File: config.mk
export PLATFORM = sky130hd
export DESIGN_NAME = dtw_job_sequencer
export DESIGN_NICKNAME = d
export VERILOG_FILES = /design/src/rtl/dtw_pkg.sv /design/src/rtl/dtw_seq_timer.sv /design/src/rtl/dtw_job_sequencer.sv
export SDC_FILE = /design/constraint.sdc
export NUM_CORES = 1
export LEC_CHECK = 0
export ABC_AREA = 1
export BUFFER_PORTS_ARGS = -buffer_cell sky130_fd_sc_hd__buf_4
export CORE_UTILIZATION = 36
export CTS_BUF_LIST = sky130_fd_sc_hd__clkbuf_8
export DETAILED_ROUTE_END_ITERATION = 10
export PLACE_DENSITY = 0.57
export SETUP_SLACK_MARGIN = 0.5
export SYNTH_ARGS = -nofsm -noshare
export SYNTH_HDL_FRONTEND = slang
export SYNTH_SLANG_ARGS = --single-unit
File: constraint.sdc
create_clock -name i_axi_clk -period 2 [get_ports i_axi_clk]
set_input_delay 0.5 -clock i_axi_clk [delete_from_list [all_inputs] [get_ports i_axi_clk]]
set_output_delay 0.5 -clock i_axi_clk [all_outputs]
set_load 0.05 [all_outputs]
File: src/rtl/dtw_pkg.sv
// Shared definitions for the DTW job sequencer: FSM states, status codes, op codes
// and a small elaboration-time helper.
package dtw_pkg;

  typedef enum logic [2:0] {
    S_IDLE  = 3'd0,
    S_RESET = 3'd1,
    S_ARM   = 3'd2,
    S_RUN   = 3'd3,
    S_DRAIN = 3'd4,
    S_DONE  = 3'd5,
    S_ERR   = 3'd6
  } seq_state_e;

  localparam logic [1:0] ST_OK       = 2'b00;
  localparam logic [1:0] ST_START_TO = 2'b01;
  localparam logic [1:0] ST_RUN_TO   = 2'b10;
  localparam logic [1:0] ST_ABORT    = 2'b11;

  localparam logic OP_QUERY = 1'b0;
  localparam logic OP_LOAD  = 1'b1;

  function automatic int max3(input int a, input int b, input int c);
    int m;
    m = (a > b) ? a : b;
    return (m > c) ? m : c;
  endfunction

endpackage

File: src/rtl/dtw_seq_timer.sv
// Loadable down-counter shared by the reset/error hold and both job timeouts.
// The count stops at zero; expired is high while it sits there.
module dtw_seq_timer #(
  parameter int W = 8
) (
  input  logic         clk,
  input  logic         rst_n,
  input  logic         load,
  input  logic [W-1:0] load_val,
  output logic         expired
);

  logic [W-1:0] count;

  always_ff @(posedge clk or negedge rst_n) begin
    if (!rst_n) begin
      count <= '0;
    end else if (load) begin
      count <= load_val;
    end else if (count != '0) begin
      count <= count - 1'b1;
    end
  end

  assign expired = (count == '0);

endmodule

File: src/rtl/dtw_job_sequencer.sv
// Runs dtw_core through a full reference-load or query job from one command
// handshake, supervising start/run timeouts and abort, and reports status.
module dtw_job_sequencer
  import dtw_pkg::*;
#(
  parameter int RST_CYCLES    = 4,
  parameter int START_TIMEOUT = 64,
  parameter int RUN_TIMEOUT   = 1 << 20,
  parameter int LEN_WIDTH     = 32
) (
  input  logic                 i_axi_clk,
  input  logic                 i_axi_rst,
  input  logic                 i_cmd_valid,
  output logic                 o_cmd_ready,
  input  logic                 i_cmd_op,
  input  logic [LEN_WIDTH-1:0] i_cmd_ref_len,
  input  logic                 i_abort,
  output logic                 o_core_rst,
  output logic                 o_core_rs,
  output logic                 o_core_mode,
  output logic [LEN_WIDTH-1:0] o_ref_len,
  input  logic                 i_core_busy,
  input  logic                 i_core_load_done,
  input  logic                 i_sink_empty,
  output logic                 o_done,
  output logic [1:0]           o_status,
  output logic [31:0]          o_job_cycles,
  output logic                 o_active
);

  localparam int TMAX = max3(RUN_TIMEOUT, START_TIMEOUT, RST_CYCLES);
  localparam int TW   = $clog2(TMAX + 1);

  // The timer counts down to zero and the FSM leaves on the zero edge, so an
  // N-cycle dwell loads N-1.
  localparam logic [TW-1:0] RST_LOAD   = TW'(RST_CYCLES - 1);
  localparam logic [TW-1:0] START_LOAD = TW'(START_TIMEOUT - 1);
  localparam logic [TW-1:0] RUN_LOAD   = TW'(RUN_TIMEOUT - 1);

  function automatic logic [31:0] sat_inc(input logic [31:0] v);
    return (v == '1) ? v : v + 32'd1;
  endfunction

  seq_state_e     state;
  seq_state_e     state_nxt;
  logic           accept;
  logic [1:0]     err_code;
  logic           err_entry;
  logic           counting;
  logic           tmr_load;
  logic [TW-1:0]  tmr_val;
  logic           tmr_expired;

  dtw_seq_timer #(
    .W (TW)
  ) u_timer (
    .clk      (i_axi_clk),
    .rst_n    (i_axi_rst),
    .load     (tmr_load),
    .load_val (tmr_val),
    .expired  (tmr_expired)
  );

  always_ff @(posedge i_axi_clk or negedge i_axi_rst) begin
    if (!i_axi_rst) begin
      state <= S_IDLE;
    end else begin
      state <= state_nxt;
    end
  end

  // Abort is tested first, then the completion/progress condition, and the
  // timeout last, so completion beats timeout and abort beats both.
  always_comb begin
    state_nxt = state;
    accept    = 1'b0;
    err_code  = ST_OK;
    tmr_load  = 1'b0;
    tmr_val   = '0;
    case (state)
      S_IDLE: begin
        if (i_cmd_valid && o_cmd_ready) begin
          accept    = 1'b1;
          state_nxt = S_RESET;
        end
      end
      S_RESET: begin
        if (i_abort) begin
          state_nxt = S_ERR;
          err_code  = ST_ABORT;
        end else if (tmr_expired) begin
          state_nxt = S_ARM;
        end
      end
      S_ARM: begin
        if (i_abort) begin
          state_nxt = S_ERR;
          err_code  = ST_ABORT;
        end else if (i_core_busy || (o_core_mode == OP_LOAD && i_core_load_done)) begin
          state_nxt = S_RUN;
        end else if (tmr_expired) begin
          state_nxt = S_ERR;
          err_code  = ST_START_TO;
        end
      end
      S_RUN: begin
        if (i_abort) begin
          state_nxt = S_ERR;
          err_code  = ST_ABORT;
        end else if (o_core_mode == OP_LOAD) begin
          if (i_core_load_done) begin
            state_nxt = S_DONE;
          end else if (tmr_expired) begin
            state_nxt = S_ERR;
            err_code  = ST_RUN_TO;
          end
        end else if (!i_core_busy) begin
          state_nxt = S_DRAIN;
        end else if (tmr_expired) begin
          state_nxt = S_ERR;
          err_code  = ST_RUN_TO;
        end
      end
      S_DRAIN: begin
        if (i_abort) begin
          state_nxt = S_ERR;
          err_code  = ST_ABORT;
        end else if (i_sink_empty) begin
          state_nxt = S_DONE;
        end else if (tmr_expired) begin
          state_nxt = S_ERR;
          err_code  = ST_RUN_TO;
        end
      end
      S_DONE: begin
        state_nxt = S_IDLE;
      end
      S_ERR: begin
        if (tmr_expired) begin
          state_nxt = S_IDLE;
        end
      end
      default: begin
        state_nxt = S_IDLE;
      end
    endcase

    // DRAIN deliberately keeps the RUN budget running.
    if (state_nxt != state) begin
      case (state_nxt)
        S_RESET, S_ERR: begin
          tmr_load = 1'b1;
          tmr_val  = RST_LOAD;
        end
        S_ARM: begin
          tmr_load = 1'b1;
          tmr_val  = START_LOAD;
        end
        S_RUN: begin
          tmr_load = 1'b1;
          tmr_val  = RUN_LOAD;
        end
        default: begin
          tmr_load = 1'b0;
        end
      endcase
    end
  end

  assign err_entry = (state_nxt == S_ERR) && (state != S_ERR);
  assign counting  = (state == S_RESET) || (state == S_ARM) ||
                     (state == S_RUN)   || (state == S_DRAIN);

  // Outputs are registered from the next state so they line up with the state.
  always_ff @(posedge i_axi_clk or negedge i_axi_rst) begin
    if (!i_axi_rst) begin
      o_cmd_ready  <= 1'b1;
      o_active     <= 1'b0;
      o_core_rst   <= 1'b0;
      o_core_rs    <= 1'b0;
      o_core_mode  <= OP_QUERY;
      o_ref_len    <= '0;
      o_done       <= 1'b0;
      o_status     <= ST_OK;
      o_job_cycles <= '0;
    end else begin
      o_cmd_ready <= (state_nxt == S_IDLE);
      o_active    <= (state_nxt != S_IDLE);
      o_core_rst  <= (state_nxt == S_RESET) || (state_nxt == S_ERR);
      o_core_rs   <= (state_nxt == S_ARM) || (state_nxt == S_RUN);
      o_done      <= (state_nxt == S_DONE) || err_entry;
      if (accept) begin
        o_core_mode  <= i_cmd_op;
        o_ref_len    <= i_cmd_ref_len;
        o_status     <= ST_OK;
        o_job_cycles <= '0;
      end else begin
        if (counting) begin
          o_job_cycles <= sat_inc(o_job_cycles);
        end
        if (err_entry) begin
          o_status <= err_code;
        end
      end
    end
  end

endmodule

# [Word level (Yosys, flattened, before mapping)]
# Cells that the tools add are included.
[classes] add_sub_neg=2 multipliers=0 div=0 magnitude_cmp=0 n_eq_ne=14 shift=0 muxes=39 bitwise_logic=0 n_reduce_logical=21
[op_table] cell="32-bit 2-to-1 mux" n=3
[op_table] cell="20-bit case mux with 3 select lines" n=1
[op_table] cell="21-bit 2-to-1 mux" n=2
[op_table] cell="3-bit 2-to-1 mux" n=13
[op_table] cell="32-bit by 1-bit adder with 32-bit output, second input constant" n=1
[op_table] cell="32-bit equality test, second input constant" n=1
[op_table] cell="2-bit 2-to-1 mux" n=11
[op_table] cell="21-bit zero test" n=1
[op_table] cell="21-bit nonzero test" n=1
[op_table] cell="21-bit by 1-bit subtractor with 21-bit output, second input constant" n=1
[op_table] cell="20-bit 2-to-1 mux" n=1
[op_table] cell="3-bit case mux with 6 select lines" n=1
[op_table] cell="3-bit by 2-bit equality test with 1-bit output, second input constant" n=4
[op_table] cell="3-bit equality test, second input constant" n=4
[op_table] cell="2-bit case mux with 4 select lines" n=1
[op_table] cell="1-bit logical OR" n=7
[op_table] cell="3-bit by 1-bit equality test with 1-bit output, second input constant" n=2
[op_table] cell="3-bit zero test" n=2
[op_table] cell="1-bit 2-to-1 mux" n=6
[op_table] cell="2-bit nonzero test" n=3
[op_table] cell="4-bit OR reduction" n=1
[op_table] cell="1-bit logical AND" n=3
[op_table] cell="3-bit inequality test" n=1
[op_table] cell="3-bit inequality test, second input constant" n=1
[op_table] cell="other kinds (4)" n=4
[totals] regBits=96 latchBits=0 ram_bits=0 romBits=0 word_cells=87 mem_count=0

# [Depth between registers and ports, before layout]
# Gate-level depths: netlist of the first run.
[logic_depth] word_depth=11 ltp_mapped=17 mapped_depth_nobuf=16

# [Cells and area by module]
# Synthesis of the first run repeated with hierarchy kept, for this count alone.
[hier_totals] hier_cells=802 hier_area_um2=5683.0
[by_module_without_submodules] mod="dtw_job_sequencer" n_inst=1 cells_each=575 area_each_um2=4171.5
[by_module_without_submodules] mod="dtw_seq_timer" n_inst=1 cells_each=227 area_each_um2=1511.4

# [Worst setup path before layout of the first run]
# Ideal clock, no wire load.
[synth_path] path_type="flip-flop to flip-flop" start="register o_job_cycles[0]" end="register o_job_cycles[9]" setup_time_ns=0.095 t_arrival_ns=2.280 slack_ns=-0.376 stages_incl_launch_ff=12 path_buffers=1 path_cell_list="dfrtp_1 ha_1 nand2_1 nor2_1 nand3_1 nor2_1 and3_1 nand3_1 nand2_1 clkbuf_1 nand2_1 o31ai_1"
[synth_via] elab_chain_len=4 elab_cells_between_ends=7
[synth_lines] item="start, declared" line="dtw_job_sequencer.sv:27" rtl="output logic [31:0] o_job_cycles,"
[synth_lines] item="start signal, assigned" line="dtw_job_sequencer.sv:199" rtl="o_job_cycles <= sat_inc(o_job_cycles);"
[synth_lines] item="32-bit by 1-bit adder with 32-bit output" line="dtw_job_sequencer.sv:41" rtl="return (v == '1) ? v : v + 32'd1;"
[synth_lines] item="32-bit 2-to-1 mux" line="dtw_job_sequencer.sv:41"
[synth_lines] item="32-bit 2-to-1 mux" line="dtw_job_sequencer.sv:198" rtl="if (counting) begin"
[synth_lines] item="32-bit 2-to-1 mux" line="dtw_job_sequencer.sv:192" rtl="if (accept) begin"
# Several ways; a longest one is shown, not always the timed one. The select of a mux whose other input is x is not followed.
# A chain may end at the register's enable or synchronous reset.

# [Final worst setup path of the first run]
[layout_path] start="register u_timer.count[0]" end="register u_timer.count[19]"
[layout_via] elab_chain_len=11 elab_cells_between_ends=30
[layout_lines] item="start, declared" line="dtw_seq_timer.sv:13" rtl="logic [W-1:0] count;"
[layout_lines] item="start signal, assigned" line="dtw_seq_timer.sv:19" rtl="count <= load_val;"
[layout_lines] item="start signal, assigned" line="dtw_seq_timer.sv:21" rtl="count <= count - 1'b1;"
[layout_lines] item="21-bit zero test" line="dtw_seq_timer.sv:25" rtl="assign expired = (count == '0);"
[layout_lines] item="3-bit 2-to-1 mux"
[layout_lines] item="3-bit 2-to-1 mux (on tied branches)" line="dtw_job_sequencer.sv:117, dtw_job_sequencer.sv:111"
[layout_lines] item="3-bit 2-to-1 mux" line="dtw_job_sequencer.sv:110" rtl="end else if (o_core_mode == OP_LOAD) begin"
[layout_lines] item="3-bit 2-to-1 mux" line="dtw_job_sequencer.sv:107" rtl="if (i_abort) begin"
[layout_lines] item="3-bit case mux with 6 select lines" line="dtw_job_sequencer.sv:80" rtl="case (state)"
[layout_lines] item="3-bit equality test, or another cell as far along" line="dtw_job_sequencer.sv:150" rtl="case (state_nxt)"
[layout_lines] item="2-bit OR reduction or 4-bit OR reduction (tied branches)"
[layout_lines] item="20-bit case mux with 3 select lines or 1-bit 2-to-1 mux (tied branches)" line="dtw_job_sequencer.sv:150"
[layout_lines] item="20-bit 2-to-1 mux or 1-bit 2-to-1 mux (tied branches)" line="dtw_job_sequencer.sv:149" rtl="if (state_nxt != state) begin"
[layout_lines] item="21-bit 2-to-1 mux or 2-bit nonzero test (tied branches)"
# Several ways; a longest one is shown, not always the timed one. The select of a mux whose other input is x is not followed.

==> results_dict.tcl, run 1 <==
set metrics [dict create \
    status "finished, violations left" \
    violations "setup timing" \
    dp_cells 1001 \
    instances_no_fill 1096 \
    diodes 0 \
    layout_setup_ws_ns -0.193 \
    worst_pin_slew_ns 0.329 \
    area_growth_pct 82.6 \
    clk_pin_slew_ns 0.10 \
    drt-initial-drc-count 311 \
    port_buffers 111 \
    slew_violations 0 \
    synth_seq_area_share 0.485 \
    clock_skew_ns 0.0139 \
    crit_required_ns 2.28 \
    leakagePower_nw 4.38 \
    fin_crit_ns 2.19 \
    r2r_start "u_timer.count[0]" \
    vias 5466 \
    dieArea_mm2 0.0142 \
    power_density_mw_per_mm2 1620 \
    fin_crit_sh 1.10 \
    synth_edf_count 0 \
    rrSetupSlack_ns -0.19 \
    cp_data_arrival_time_ns 2.47 \
    drive_gt1_frac 0.535 \
    die_w_um 119 \
    io_pins 112 \
    std_cell_rows 42 \
    maxCapViolCount 0 \
    async_reset_ff_frac 1.00 \
    ys_warn_count 0 \
    finalSetupViolations 23 \
    synth_area_mm2 0.00496 \
    ys_ff_latch 96 \
    wl_mm 17.6 \
    vdd.ir_drop.worst_uv 984 \
    worstPathMaxFanout 8 \
    final_net_count 957 \
    syn-instance-count 628 \
    chipHeight_um 119 \
    layout_common_cells "nand2_1, buf_4, buf_6, dfrtp_1, buf_8" \
    reg2regPathDepth 16 \
    grt_pass1_vias 5286 \
    synthesis.nets 670 \
    coreArea_mm2 0.0133 \
    syn_avg_cell_area_um2 7.89 \
    hold_buffers 0 \
    clock-sinks 96 \
    ctsRootBufferMaster "clkbuf_8" \
    rsz0062_at_grt "true" \
    nFillCells 1045 \
    grt_max_degree 52 \
    grt_pass1_wl_mm 25.5 \
    drcViolationCount 0 \
    rr_endpoint "u_timer.count[19]" \
    ys.flop_type "dfrtp_1" \
    vias_per_cell 4.99 \
    start_util 0.371 \
    fmax_ghz 0.456 \
    wl_per_cell_um 16.1 \
    start_kind "flip-flop" \
    cts_tree "built" \
    numCtsBuffers 9 \
    slew_headroom 0.780 \
    cp-end-kind "flip-flop" \
    clockBufferDepth 2 \
    hpwl_mm 10.7 \
    worstSkewPairLatency_ns 0.38 \
    dpl_worst_slack_ns -0.194 \
    holdWs_ns 0.00915 \
    worstSetupPathType "reg2reg" \
    drtPass1Iterations 6 \
    synth.distinct_cells 38 \
    antenna_found_initial 0 \
    ant_nets 0 \
    grtUsageTotal 0.223 \
    p_total_mw 14.7 \
    grt_overflow 0 \
    gp_congestion 0.967 \
    hp-class "in2async" \
    hold_violations 0 \
    htree_levels 3 \
    final_common_cell "nand2_1" \
]
Yosys cell counts, types with 2 or more instances:
library cell,count,area share
a21oi_1,31,0.031
buf_1,2,0.0015
buf_2,2,0.0020
buf_4,2,0.0030
clkbuf_1,11,0.0083
dfrtp_1,95,0.48
ha_1,2,0.0050
inv_1,35,0.027
inv_2,5,0.0038
nand2_1,220,0.17
nand2_2,5,0.0063
nand3_1,28,0.028
nand4_1,14,0.018
nor2_1,50,0.038
nor2_2,2,0.0025
nor3_1,25,0.025
nor3b_1,2,0.0030
nor4_1,6,0.0076
o21a_1,2,0.0030
o21ai_0,23,0.023
o21ai_1,3,0.0030
o31ai_1,15,0.023
xnor2_1,12,0.021
xor2_1,22,0.039
report_power, final:
group | leakage, nW | internal (mW) | switching, mW
clock | 0.100 | 0.617 | 0.735
combinational | 3.05 | 4.56 | 5.52
sequential | 1.23 | 2.67 | 0.575
total | 4.38 | 7.84 | 6.83
stage by stage:
step / setup TNS, ns / util / instance area [um2]
2_1_floorplan: -0.851 / - / 5090
3_3_place_gp: -2.80 / 0.515 / 6880
3_5_place_dp: -3.40 / 0.515 / 6880
4_1_cts: -1.61 / 0.603 / 8050
5_1_grt: -6.37 / 0.678 / 9050
6_report: -3.46 / 0.678 / 9050
kinds of logic (layout without fill, tap and decap cells):
family	after synthesis	in the layout	synth area share
fa+ha+maj	2	2	0.00505
buf+inv	59	351	0.0482
compound gates	81	81	0.0975
simple gates	356	356	0.304
flops	96	96	0.485
xor+xnor	34	34	0.0601
how the worst max path moves through the flow:
stage / from / endpoint / cells after the start / slack, ns
6_report: u_timer.count[0] / u_timer.count[19] / 16 / -0.19
5_1_grt: u_timer.count[0] / u_timer.count[17] / 16 / -0.31
4_1_cts: u_timer.count[10] / u_timer.count[16] / 15 / -0.10
3_5_place_dp: i_core_busy / u_timer.count[4] / 13 / -0.19
3_3_place_gp: i_core_busy / u_timer.count[11] / 13 / -0.15
2_1_floorplan: u_timer.count[1] / u_timer.count[14] / 16 / -0.06
worst max-delay path, cell delays in order (launching register included):
cell     delay (ns)
dfrtp_1        0.40
inv_2          0.09
ha_4           0.15
nand2_4        0.06
nor2_4         0.14
nand3_4        0.13
nand2_4        0.10
nand2_2        0.05
nand2_2        0.08
nand3_4        0.10
nand2_4        0.10
nand2_2        0.06
nand2_2        0.08
nand2_4        0.08
a21oi_4        0.22
buf_6          0.18
a21oi_1        0.05
what timing repair did:
item,4_1_cts,5_1_grt
cloned,5,4
gates resized for setup,178,154
pin swaps,27,34
setup endpoints to repair,128,149
buffers inserted,27,43
hold endpoints to repair,0,0
area by class of cell:
class | count | area [um2] | share of cell area
Multi-Input combinational cell | 473 | 3100 | 0.343
Timing Repair Buffer | 293 | 2900 | 0.321
Sequential cell | 96 | 2430 | 0.269
Tap cell | 176 | 220 | 0.0243
Inverter | 41 | 174 | 0.0192
Clock buffer | 10 | 138 | 0.0152
Clock inverter | 6 | 66.3 | 0.00733
Timing Repair inverter | 1 | 16.3 | 0.00180
flip-flops by register name (all words and copies together), names as in the netlist:
signal	count
u_timer.count	21
o_done	1
o_status	2
o_cmd_ready	1
o_job_cycles	32
o_core_mode	1
state	3
o_core_rst	1
o_core_rs	1
o_active	1
o_ref_len	32
layer usage:
| metal | routed length, um | up-vias | track usage |
|---|---|---|---|
| li1 | - | 2637 | - |
| met1 | 7040 | 2621 | 0.273 |
| met2 | 9240 | 160 | 0.385 |
| met3 | 723 | 48 | 0.0402 |
| met4 | 626 | 0 | 0.0906 |
| met5 | 0 | - | 0 |
Power figures use the tool's default switching activity.
==> run 2, diff against run 1 <==
--- a/config.mk
+++ b/config.mk
@@ -7,10 +7,10 @@
 export LEC_CHECK = 0
 export ABC_AREA = 1
 export BUFFER_PORTS_ARGS = -buffer_cell sky130_fd_sc_hd__buf_4
-export CORE_UTILIZATION = 36
+export CORE_UTILIZATION = 35
 export CTS_BUF_LIST = sky130_fd_sc_hd__clkbuf_8
 export DETAILED_ROUTE_END_ITERATION = 10
-export PLACE_DENSITY = 0.57
+export PLACE_DENSITY = 0.56
 export SETUP_SLACK_MARGIN = 0.5
 export SYNTH_ARGS = -nofsm -noshare
 export SYNTH_HDL_FRONTEND = slang
==> run 2 against run 1 <==
Clock power decreased by 9.6%. Non-clock buffer count decreased by 4. Hold slack improved by 0.014 ns. Flip-flop and latch count unchanged. Design area decreased by 1.1%. Sequential power increased by 1%. Clock skew decreased by 0.0042 ns. Highest routed layer unchanged. The run still ends with setup timing left. Core utilization decreased by 3.0 points. Maximum frequency decreased by 1.2%. Critical path depth decreased by 1. Register-to-register slack got worse by 0.03 ns. First-iteration DRC count increased by 23%.
==> results_dict.tcl, run 2 (synthesis gave the netlist of run 1 again) <==
set metrics [dict create \
    fmax_ghz 0.451 \
    hp-class "in2async" \
    worstSkewPairLatency_ns 0.39 \
    cp-end-kind "flip-flop" \
    grtUsageTotal 0.216 \
    drive_gt1_frac 0.522 \
    slew_violations 0 \
    antenna_found_initial 0 \
    hpwl_mm 10.8 \
    hold_violations 0 \
    coreArea_mm2 0.0138 \
    ctsRootBufferMaster "clkbuf_8" \
    std_cell_rows 43 \
    finalSetupViolations 23 \
    crit_top_cell "nand2_1" \
    worstPathMaxFanout 6 \
    vias 5395 \
    rr_endpoint "u_timer.count[6]" \
    maxCapViolCount 0 \
    grt_pass1_wl_mm 24.9 \
    clock-sinks 96 \
    start_kind "flip-flop" \
    grt_max_degree 52 \
    diodes 0 \
    worst_pin_slew_ns 0.393 \
    cp_cell_sequence "buf_4 -> nand3_1 -> nand2_1 -> nand2_1 -> nand3_2 -> a21oi_4 -> nand2_2 -> nand2_1 -> nand2_1 -> nor2_2 -> nand2_4 -> nand2_8 -> clkbuf_16 -> nand2_1 -> a21oi_1" \
    r2r_start "state[0]" \
    grt_overflow 0 \
    chipHeight_um 121 \
    area_growth_pct 80.6 \
    fin_setup_tns_ns -3.56 \
    grt_pass1_vias 5037 \
    vdd.ir_drop.worst_uv 1010 \
    startpoint "state[0]" \
    die_w_um 121 \
    fin_crit_ns 2.22 \
    io_pins 112 \
    hold_buffers 0 \
    reg_top3 "o_job_cycles x32, o_ref_len x32, u_timer.count x21" \
    drcViolationCount 0 \
    crit_required_ns 2.31 \
    htree_levels 3 \
    clockBufferDepth 2 \
    gp_congestion 0.904 \
    power_density_mw_per_mm2 1640 \
    nFillCells 1121 \
    slew_headroom 0.738 \
    violations "setup timing" \
    fin_crit_sh 1.11 \
    drtPass1Iterations 6 \
    cp_data_arrival_time_ns 2.53 \
    rsz0062_at_grt "true" \
    numCtsBuffers 9 \
    port_buffers 111 \
    rrSetupSlack_ns -0.22 \
    layout_setup_ws_ns -0.219 \
    vias_per_cell 4.92 \
    p_total_mw 14.7 \
    clock_skew_ns 0.00964 \
    worstSetupPathType "reg2reg" \
    reg2regPathDepth 15 \
    clk_pin_slew_ns 0.10 \
    final_net_count 953 \
    status "finished, violations left" \
    start_util 0.358 \
    wl_per_cell_um 15.4 \
    final_common_cell "nand2_1" \
    leakagePower_nw 4.29 \
    ant_nets 0 \
    dieArea_mm2 0.0146 \
    cts_tree "built" \
    cpPeakStageDelay_ns 0.47 \
    crit_slowest_cell "dfrtp_2" \
    wl_mm 16.9 \
    drt-initial-drc-count 384 \
    layout_common_cells "nand2_1, buf_4, buf_6, dfrtp_1, buf_8" \
]
-- run 2: worst max-delay path: cells and delay by family (launching register included) --
kind | cells | cell delay [ns]
AOI/OAI and AO/OA | 2 | 0.29
buffers and inverters | 2 | 0.32
DFF | 1 | 0.47
and+or+nand+nor | 11 | 1.04
-- run 2: layout make-up --
type,instances,area [um2],area share
Sequential cell,96,2440,0.272
Inverter,41,171,0.0192
Timing Repair inverter,1,8.76,0.000978
Clock buffer,9,124,0.0138
Timing Repair Buffer,289,2910,0.325
Clock inverter,7,55.1,0.00615
Multi-Input combinational cell,473,3020,0.338
Tap cell,180,225,0.0252
-- run 2: how the worst max path moves through the flow --
| stage | endpoint | depth (start not counted) |
|---|---|---|
| final | u_timer.count[6] | 15 |
| after global routing | u_timer.count[6] | 15 |
| after CTS | u_timer.count[6] | 16 |
| after detailed placement | u_timer.count[19] | 12 |
| after global placement | u_timer.count[10] | 13 |
| after floorplan | u_timer.count[14] | 16 |
-- run 2: what timing repair did --
action                     4_1_cts  5_1_grt
pin swaps                       25       39
cloned                           3        6
buffers inserted                21       51
resized for setup              196      121
setup endpoints to repair      147      164
-- run 2: routing by layer --
layer / up-vias / wire length (um) / global-route usage
met5: - / 0 / 0
li1: 2627 / - / -
met4: 0 / 396 / 0.0748
met3: 31 / 777 / 0.0512
met1: 2603 / 6840 / 0.267
met2: 134 / 8920 / 0.366
-- run 2: report_power, final --
| part | leakage, nW | switching [mW] | internal [mW] | total (mW) |
|---|---|---|---|---|
| logic | 2.97 | 5.45 | 4.75 | 10.2 |
| registers | 1.22 | 0.609 | 2.67 | 3.28 |
| clock network | 0.0973 | 0.748 | 0.468 | 1.22 |
| total | 4.29 | 6.81 | 7.89 | 14.7 |
-- run 2: metrics by stage --
step / instances / hold slack (ns) / setup WS [ns] / instance area [um2] / utilization
after floorplan: 628 / 0.204 / -0.0633 / 5090 / -
after global placement: 999 / 0.440 / -0.142 / 6840 / 0.494
after detailed placement: 999 / 0.448 / -0.263 / 6840 / 0.494
after CTS: 1039 / 0.0169 / -0.125 / 7950 / 0.575
after global routing: 1096 / 0.0202 / -0.365 / 8950 / 0.647
final: 1096 / 0.0230 / -0.219 / 8950 / 0.647
==> run 3, diff against run 2 <==
--- a/config.mk
+++ b/config.mk
@@ -10,7 +10,7 @@
 export CORE_UTILIZATION = 35
 export CTS_BUF_LIST = sky130_fd_sc_hd__clkbuf_8
 export DETAILED_ROUTE_END_ITERATION = 10
-export PLACE_DENSITY = 0.56
+export PLACE_DENSITY_LB_ADDON = 0.2
 export SETUP_SLACK_MARGIN = 0.5
 export SYNTH_ARGS = -nofsm -noshare
 export SYNTH_HDL_FRONTEND = slang
==> run 3 against run 2 <==
The flow still finishes with violations (setup timing). Setup slack better by 0.033 ns. Register-to-register slack improved by 0.03 ns. Sequential power shrank 2%. Global-route usage shrank 0.66 points. Sequential share of layout area increased by 0.39 points. Final cell count is 2.3% lower. Flip-flop and latch count is the same. Combinational power about the same. Clock power is 14% higher. Largest cell class unchanged.
==> results_dict.tcl, run 3 (synthesis gave the netlist of run 1 again) <==
set metrics [dict create \
    diodes 0 \
    wl_mm 16.5 \
    post_dp_cell_area_mm2 0.00685 \
    coreArea_mm2 0.0138 \
    netSwitchingFraction 0.462 \
    clockBufferDepth 2 \
    nFillCells 1077 \
    slew_violations 0 \
    numCtsBuffers 9 \
    ant_nets 0 \
    slew_headroom 0.768 \
    vias 5398 \
    drt-initial-drc-count 385 \
    internal-power_mw 7.91 \
    holdWs_ns 0.0101 \
    wl_per_cell_um 15.4 \
    reg_top3 "o_job_cycles x32, o_ref_len x32, u_timer.count x21" \
    finalSetupViolations 25 \
    vias_per_cell 5.04 \
    final_net_count 928 \
    crit_required_ns 2.26 \
    worstPathMaxFanout 18 \
    cp-end-kind "flip-flop" \
    std_cell_rows 43 \
    drcViolationCount 0 \
    switchingPower_mw 6.80 \
    fin_crit_ns 2.19 \
    p_clk_frac 0.095 \
    io_pins 112 \
    fin_crit_sh 1.09 \
    clk_pin_slew_ns 0.10 \
    violations "setup timing" \
    dpl_worst_slack_ns -0.201 \
    comb_power_share 0.686 \
    layout_common_cells "nand2_1, buf_4, dfrtp_1, buf_6, buf_8" \
    ctsRootBufferMaster "clkbuf_8" \
    cp_data_arrival_time_ns 2.45 \
    gp_congestion 0.953 \
    start_kind "flip-flop" \
    grt_pass1_vias 5096 \
    power_density_mw_per_mm2 1670 \
    fmax_ghz 0.457 \
    seq_power_share 0.220 \
    worst_pin_slew_ns 0.348 \
    rrSetupSlack_ns -0.19 \
    port_buffers 111 \
    dp_cells 1003 \
    htree_levels 3 \
    dieArea_mm2 0.0146 \
    worstSkewPairLatency_ns 0.39 \
    leakagePower_nw 4.22 \
    fin_setup_tns_ns -3.82 \
    die_w_um 121 \
    maxCapViolCount 0 \
    worstSetupPathType "reg2reg" \
    drive_gt1_frac 0.487 \
    hpwl_mm 10.6 \
    area_growth_pct 77.5 \
    grt_max_degree 52 \
    cts_tree "built" \
    start_util 0.358 \
    final_common_cell "nand2_1" \
    hp-class "in2async" \
    clock-sinks 96 \
    hold_violations 0 \
    final_area_mm2 0.00880 \
    vdd.ir_drop.worst_uv 891 \
    grtUsageTotal 0.209 \
    grt_pass1_wl_mm 24.1 \
    layout_setup_ws_ns -0.186 \
    status "finished, violations left" \
    antenna_found_initial 0 \
    instances_no_fill 1071 \
    chipHeight_um 121 \
    drtPass1Iterations 5 \
    grt_overflow 0 \
    hold_buffers 0 \
    rsz0062_at_grt "true" \
    clock_skew_ns 0.00794 \
]
## run 3: cell count changes in the layout (fill, tap and decap cells not counted), moves of 5 or more
cell,previous run,this run
buf_4,164,143
nand2_1,181,196
nand2_2,32,17
dfrtp_1,68,74
dfrtp_2,27,21
buf_6,78,73
nor2_2,14,9
## run 3: worst max-delay path, cell delays in order (launching register included)
cell and delay, ns:
dfrtp_1 0.42, inv_2 0.08, ha_4 0.14, nand2_4 0.06, nor2_4 0.15, nand3_4 0.13
nand2_4 0.10, nand2_2 0.05, nand2_2 0.08, nand3_4 0.10, nand2_4 0.12, nand2_2 0.06
nand2_2 0.07, nand2_4 0.09, a21oi_4 0.18, buf_12 0.18, a21oi_1 0.06
## run 3: timing repair
action / CTS / global route
gates resized for setup: 170 / 126
buffers inserted: 28 / 16
cloned: 2 / 6
setup endpoints to repair: 144 / 152
pin swaps: 21 / 29
## run 3: metal layers
metal / GRT usage / routed length (um)
met5: 0 / 0
met4: 0.0772 / 427
met3: 0.0404 / 706
met2: 0.354 / 8420
met1: 0.265 / 6920
## run 3: stage by stage
stage               utilization  power, mW
finish                    0.636       14.7
global route              0.636       15.5
CTS                       0.580       12.9
detailed placement        0.496       9.93
global placement          0.496       9.79
floorplan                     -       7.36
## run 3: final cells by class
cell class / count / area, um2 / share of cell area
multi-input cells: 473 / 3030 / 0.345
clock buffers: 10 / 138 / 0.0156
flip-flops and latches: 96 / 2430 / 0.276
repair inverters: 1 / 11.3 / 0.00128
inverters: 41 / 169 / 0.0192
repair buffers: 264 / 2720 / 0.309
clock inverters: 6 / 75.1 / 0.00853
well taps: 180 / 225 / 0.0256
## run 3: worst paths after layout
check                                    end         startpoint  cells after the start
hold reg to reg                o_ref_len[21]      o_ref_len[21]                      2
min in group i_axi_clk         o_ref_len[13]  i_cmd_ref_len[13]                      3
hold / removal              o_job_cycles[31]          i_axi_rst                      1
setup reg to reg           u_timer.count[18]   u_timer.count[1]                     16
max in group asynchronous        o_cmd_ready          i_axi_rst                      2
setup / recovery           u_timer.count[18]   u_timer.count[1]                     16
## run 3: power by group through the flow
stage | logic, mW | clock network (mW) | registers (mW)
detailed placement | 6.78 | 0 | 3.15
global placement | 6.66 | 0 | 3.13
global route | 10.7 | 1.50 | 3.30
finish | 10.1 | 1.39 | 3.23
floorplan | 2.49 | 0 | 4.86
CTS | 8.26 | 1.43 | 3.18
